==> config.mk <==
export PLATFORM = sky130hd
export DESIGN_NAME = circuito_exp3_ativ2_core
export DESIGN_NICKNAME = d
export VERILOG_FILES = /design/src/rtl/circuito_exp3_ativ2_core_pkg.sv /design/src/rtl/comparador_4b.sv /design/src/rtl/contador_4b.sv /design/src/rtl/circuito_exp3_ativ2_core.sv
export SDC_FILE = /design/constraint.sdc
export NUM_CORES = 1
export LEC_CHECK = 0
export ABC_CLOCK_PERIOD_IN_PS = 2650
export BUFFER_PORTS_ARGS = -buffer_cell sky130_fd_sc_hd__buf_2
export CORE_AREA = 2 2 39 41
export CTS_CLUSTER_SIZE = 20
export DETAILED_ROUTE_END_ITERATION = 10
export DIE_AREA = 0 0 41 43
export PLACE_DENSITY_LB_ADDON = 0.3
export SYNTH_ARGS = -nofsm -noshare
export SYNTH_HDL_FRONTEND = slang
export SYNTH_SLANG_ARGS = --single-unit
==> constraint.sdc <==
create_clock -name clk -period 2.65 [get_ports clk]
set_input_delay 0.1325 -clock clk [delete_from_list [all_inputs] [get_ports clk]]
set_output_delay 0.1325 -clock clk [all_outputs]
set_load 0.01 [all_outputs]
==> src/rtl/circuito_exp3_ativ2_core_pkg.sv <==
// ============================================================================
// circuito_exp3_ativ2_core_pkg
// Shared width and terminal-count constants for the counter/comparator core.
// Rev 1.0
// ============================================================================
`default_nettype none

package circuito_exp3_ativ2_core_pkg;

  localparam int unsigned C_WIDTH = 4;

  // All-ones value of a w-bit count, i.e. (1<<w)-1.
  function automatic int unsigned terminal_value(input int unsigned w);
    return (32'd1 << w) - 32'd1;
  endfunction

  localparam int unsigned C_TERMINAL = terminal_value(C_WIDTH);

endpackage

`default_nettype wire

==> src/rtl/comparador_4b.sv <==
// ============================================================================
// comparador_4b
// Unsigned magnitude comparator producing one-hot less/greater/equal flags.
// Rev 1.0
// ============================================================================
`default_nettype none

module comparador_4b
  import circuito_exp3_ativ2_core_pkg::*;
#(
  parameter int unsigned N = C_WIDTH
) (
  input  logic [N-1:0] A,
  input  logic [N-1:0] B,
  output logic         menor,
  output logic         maior,
  output logic         igual
);

  assign menor = (A < B);
  assign maior = (A > B);
  assign igual = (A == B);

endmodule

`default_nettype wire

==> src/rtl/contador_4b.sv <==
// ============================================================================
// contador_4b
// Loadable binary up-counter: async clear, sync clear > load > increment.
// Rev 1.0
// ============================================================================
`default_nettype none

module contador_4b
  import circuito_exp3_ativ2_core_pkg::*;
#(
  parameter int unsigned N = C_WIDTH
) (
  input  logic         clk,
  input  logic         rst_n,
  input  logic         zera,
  input  logic         carrega,
  input  logic         conta,
  input  logic [N-1:0] D,
  output logic [N-1:0] Q,
  output logic         rco
);

  logic [N-1:0] r_count;

  always_ff @(posedge clk or negedge rst_n) begin
    if (!rst_n) begin
      r_count <= '0;
    end else if (zera) begin
      r_count <= '0;
    end else if (carrega) begin
      r_count <= D;
    end else if (conta) begin
      r_count <= r_count + 1'b1;  // natural wrap from all-ones to zero
    end
  end

  assign Q   = r_count;
  // Terminal count is decoded from the state alone, not gated by conta.
  assign rco = (r_count == {N{1'b1}});

endmodule

`default_nettype wire

==> src/rtl/circuito_exp3_ativ2_core.sv <==
// ============================================================================
// circuito_exp3_ativ2_core
// Counter/comparator datapath: counter output compared against the switches.
// Rev 1.0
// ============================================================================
`default_nettype none

module circuito_exp3_ativ2_core
  import circuito_exp3_ativ2_core_pkg::*;
#(
  parameter int unsigned N = C_WIDTH
) (
  input  logic         clk,
  input  logic         rst_n,
  input  logic         zera,
  input  logic         carrega,
  input  logic         conta,
  input  logic [N-1:0] chaves,
  output logic         menor,
  output logic         maior,
  output logic         igual,
  output logic         fim,
  output logic [N-1:0] db_contagem
);

  logic [N-1:0] w_count;

  contador_4b #(.N(N)) u_contador (
    .clk     (clk),
    .rst_n   (rst_n),
    .zera    (zera),
    .carrega (carrega),
    .conta   (conta),
    .D       (chaves),
    .Q       (w_count),
    .rco     (fim)
  );

  comparador_4b #(.N(N)) u_comparador (
    .A     (w_count),
    .B     (chaves),
    .menor (menor),
    .maior (maior),
    .igual (igual)
  );

  assign db_contagem = w_count;

endmodule

`default_nettype wire

==> impl_metrics.env <==
export IMPL_status="complete, no violations"
export IMPL_reg2reg_slack_ps=1510
export IMPL_path_clk_slew_ps=30
export IMPL_core_um2=1384
export IMPL_hold_path_class="primary input to flop"
export IMPL_start_kind="flop"
export IMPL_vias=322
export IMPL_r2r_worst_path_cells=3
export IMPL_synth_compound_area_frac=0.1762
export IMPL_avgSynthCellArea_um2=8.826
export IMPL_ys_types=17
export IMPL_crit_type="flop to output port"
export IMPL_fin_skew_ps=0.9675
export IMPL_grt_max_degree=8
export IMPL_synth_top_family_by_area="adder cells"
export IMPL_path_max_fanout=5
export IMPL_wl_met2_um=380
export IMPL_final_common_cell="buf_2"
export IMPL_report_final_slew_viol_count=0
export IMPL_grt_antenna_before_repair=0
export IMPL_required_ps=2520
export IMPL_root_buffer="clkbuf_4"
export IMPL_wl_met1_um=297
export IMPL_hold_slack_ps=122.5
export IMPL_holdPathEnd="u_contador.Q[1]"
export IMPL_place_congestion=0.6297
export IMPL_layout_drive_gt1_share=0.3393
export IMPL_area_growth_pct=39.08
export IMPL_fp_row_count=14
export IMPL_initial_utilization=0.2360
export IMPL_vias_per_cell=4.472
export IMPL_mostFrequentLayoutCells="buf_2 (16), ha_1 (5), inv_1 (4), a21oi_1 (4), dfrtp_1 (4)"
export IMPL_cts_tree="built"
export IMPL_reg2reg_to="u_contador.Q[1]"
export IMPL_tns_ps=0
export IMPL_drc=0
export IMPL_hold_viol_final=0
export IMPL_post_cts_resized=0
export IMPL_synth_seq_cells=4
export IMPL_die_w_um=41
export IMPL_fin_nets=72
export IMPL_worstReg2RegStart="u_contador.Q[0]"
export IMPL_relSlewSlack=0.8520
export IMPL_ant_nets=0
export IMPL_powerDensity_nw_per_um2=444.9
export IMPL_grt_use_total=0.09788
export IMPL_postSynthCellCount=37
export IMPL_netlist_area_um2=326.6
export IMPL_highest_layer="met3"
export IMPL_first_pass_iters=1
export IMPL_antenna_cells=0
export IMPL_htree_num_levels=1
export IMPL_fin_crit_ps=1582
export IMPL_port_buffers=16
export IMPL_worst_slew_pin_slew_ps=220.6
export IMPL_numCtsBuffers=3
export IMPL_ir_drop_mv=0.1878
export IMPL_drv_cap=0
export IMPL_top_level_ports=17
export IMPL_whs_path_depth=2
export IMPL_dieArea_um2=1763
export IMPL_grt_pass1_vias=313
export IMPL_drt_total_wl_um=742
export IMPL_route_detailed_wl_per_inst_um=10.31
export IMPL_worstPathArrival_ps=1450
export IMPL_setup_violations=0
export IMPL_clkLatencyLatePin_ps=230
export IMPL_grt_overflow_total=0
export IMPL_grt_pass1_wl_um=1152
export IMPL_largest_reg_flops=4
export IMPL_synthAdderAreaFrac=0.1916
export IMPL_ys_warn_count=0
export IMPL_die_h_um=43
export IMPL_rsz0062_at_grt="no"
export IMPL_synthMuxAreaShare=0.03065
export IMPL_initialDrtViolationCount=0
export IMPL_hold_path_startpoint="zera"
export IMPL_fmax_mhz=632.3
export IMPL_p_leak_nw=0.2564
export IMPL_wl_met3_um=64
export IMPL_cp_end_kind="output port"
export IMPL_cts_sinks=4
export IMPL_synth_xor_area_share=0.08046
export IMPL_postSynthNetCount=51
export IMPL_synthSimpleGateAreaFrac=0.1533
export IMPL_ys_seq_area_frac=0.3065
export IMPL_clk_path_buf_depth=2
export IMPL_period_share=0.5968
-- final cells by class --
cell class,count,area (um2)
Inverter,4,15.01
Clock buffer,3,22.52
Fill cell,155,929.6
Timing Repair Buffer,17,90.09
Tap cell,16,20.02
Sequential cell,4,100.1
Multi-Input combinational cell,28,206.4
-- how the worst max path moves through the flow --
stage                     from     to  cells after the start
4_1_cts        u_contador.Q[1]  menor                      5
2_1_floorplan  u_contador.Q[1]  menor                      4
6_report       u_contador.Q[1]  menor                      5
3_3_place_gp   u_contador.Q[3]  menor                      5
3_5_place_dp   u_contador.Q[3]  maior                      5
5_1_grt        u_contador.Q[1]  menor                      5
-- cell families (layout without fill, tap and decap cells) --
| logic type | count (synthesis) | count (layout) |
|---|---|---|
| XOR/XNOR | 3 | 3 |
| flip-flops | 4 | 4 |
| multiplexers | 1 | 1 |
| adder cells (fa/ha/maj) | 5 | 5 |
| AND/OR/NAND/NOR | 10 | 10 |
| AO/OA/AOI/OAI | 9 | 9 |
| buffers and inverters | 5 | 24 |
-- stage by stage --
stage | setup WS (ps) | power, W | util | area, um2 | cells
final | 1068 | 0.0002021 | 0.3282 | 454.2 | 72
after global routing | 938.8 | 0.0002180 | 0.3282 | 454.2 | 72
after CTS | 1046 | 0.0002091 | 0.3282 | 454.2 | 72
after detailed placement | 1299 | 0.0001315 | 0.3047 | 421.7 | 68
after global placement | 1302 | 0.0001296 | 0.3047 | 421.7 | 68
after floorplan | 1366 | 0.0001065 | - | 326.6 | 37
-- where the power goes --
group,internal [W],switching (W)
clock,0.0000504,0.0000212
combinational,0.0000285,0.0000295
sequential,0.0000661,0.00000633
-- synthesized netlist by cell type --
library cell | count | area (um2)
and3_1 | 1 | 6.260
o21bai_1 | 1 | 7.510
a21oi_1 | 4 | 20.02
mux2i_1 | 1 | 10.01
dfrtp_1 | 4 | 100.1
buf_2 | 1 | 5.000
xnor2_1 | 2 | 17.52
xor2_1 | 1 | 8.760
and2_1 | 1 | 6.260
inv_1 | 4 | 15.01
ha_1 | 5 | 62.56
nand2_1 | 3 | 11.26
nor2_1 | 2 | 7.510
a211oi_1 | 2 | 15.01
nand4_1 | 1 | 6.260
o21a_1 | 2 | 15.01
nor2b_1 | 2 | 12.51
-- timing repair --
action	CTS	global route
setup endpoints to repair	0	0
endpoints found under the hold margin	4	0
setup buffers	0	0
hold buffers	1	0
-- worst max-delay path, stage by stage, from the launching register on --
cell      delay, ps
dfrtp_1         410
ha_1            300
nor2b_1         130
o21bai_1        130
and2_1          130
buf_2           120
-- layer usage --
metal | GRT usage | vias to the layer above
li1 | - | 165
met1 | 0.1013 | 145
met2 | 0.1688 | 12
met3 | 0.01571 | 0
met4 | 0.06000 | 0
met5 | 0 | -
Note: power is estimated with default switching activity, not from simulation.
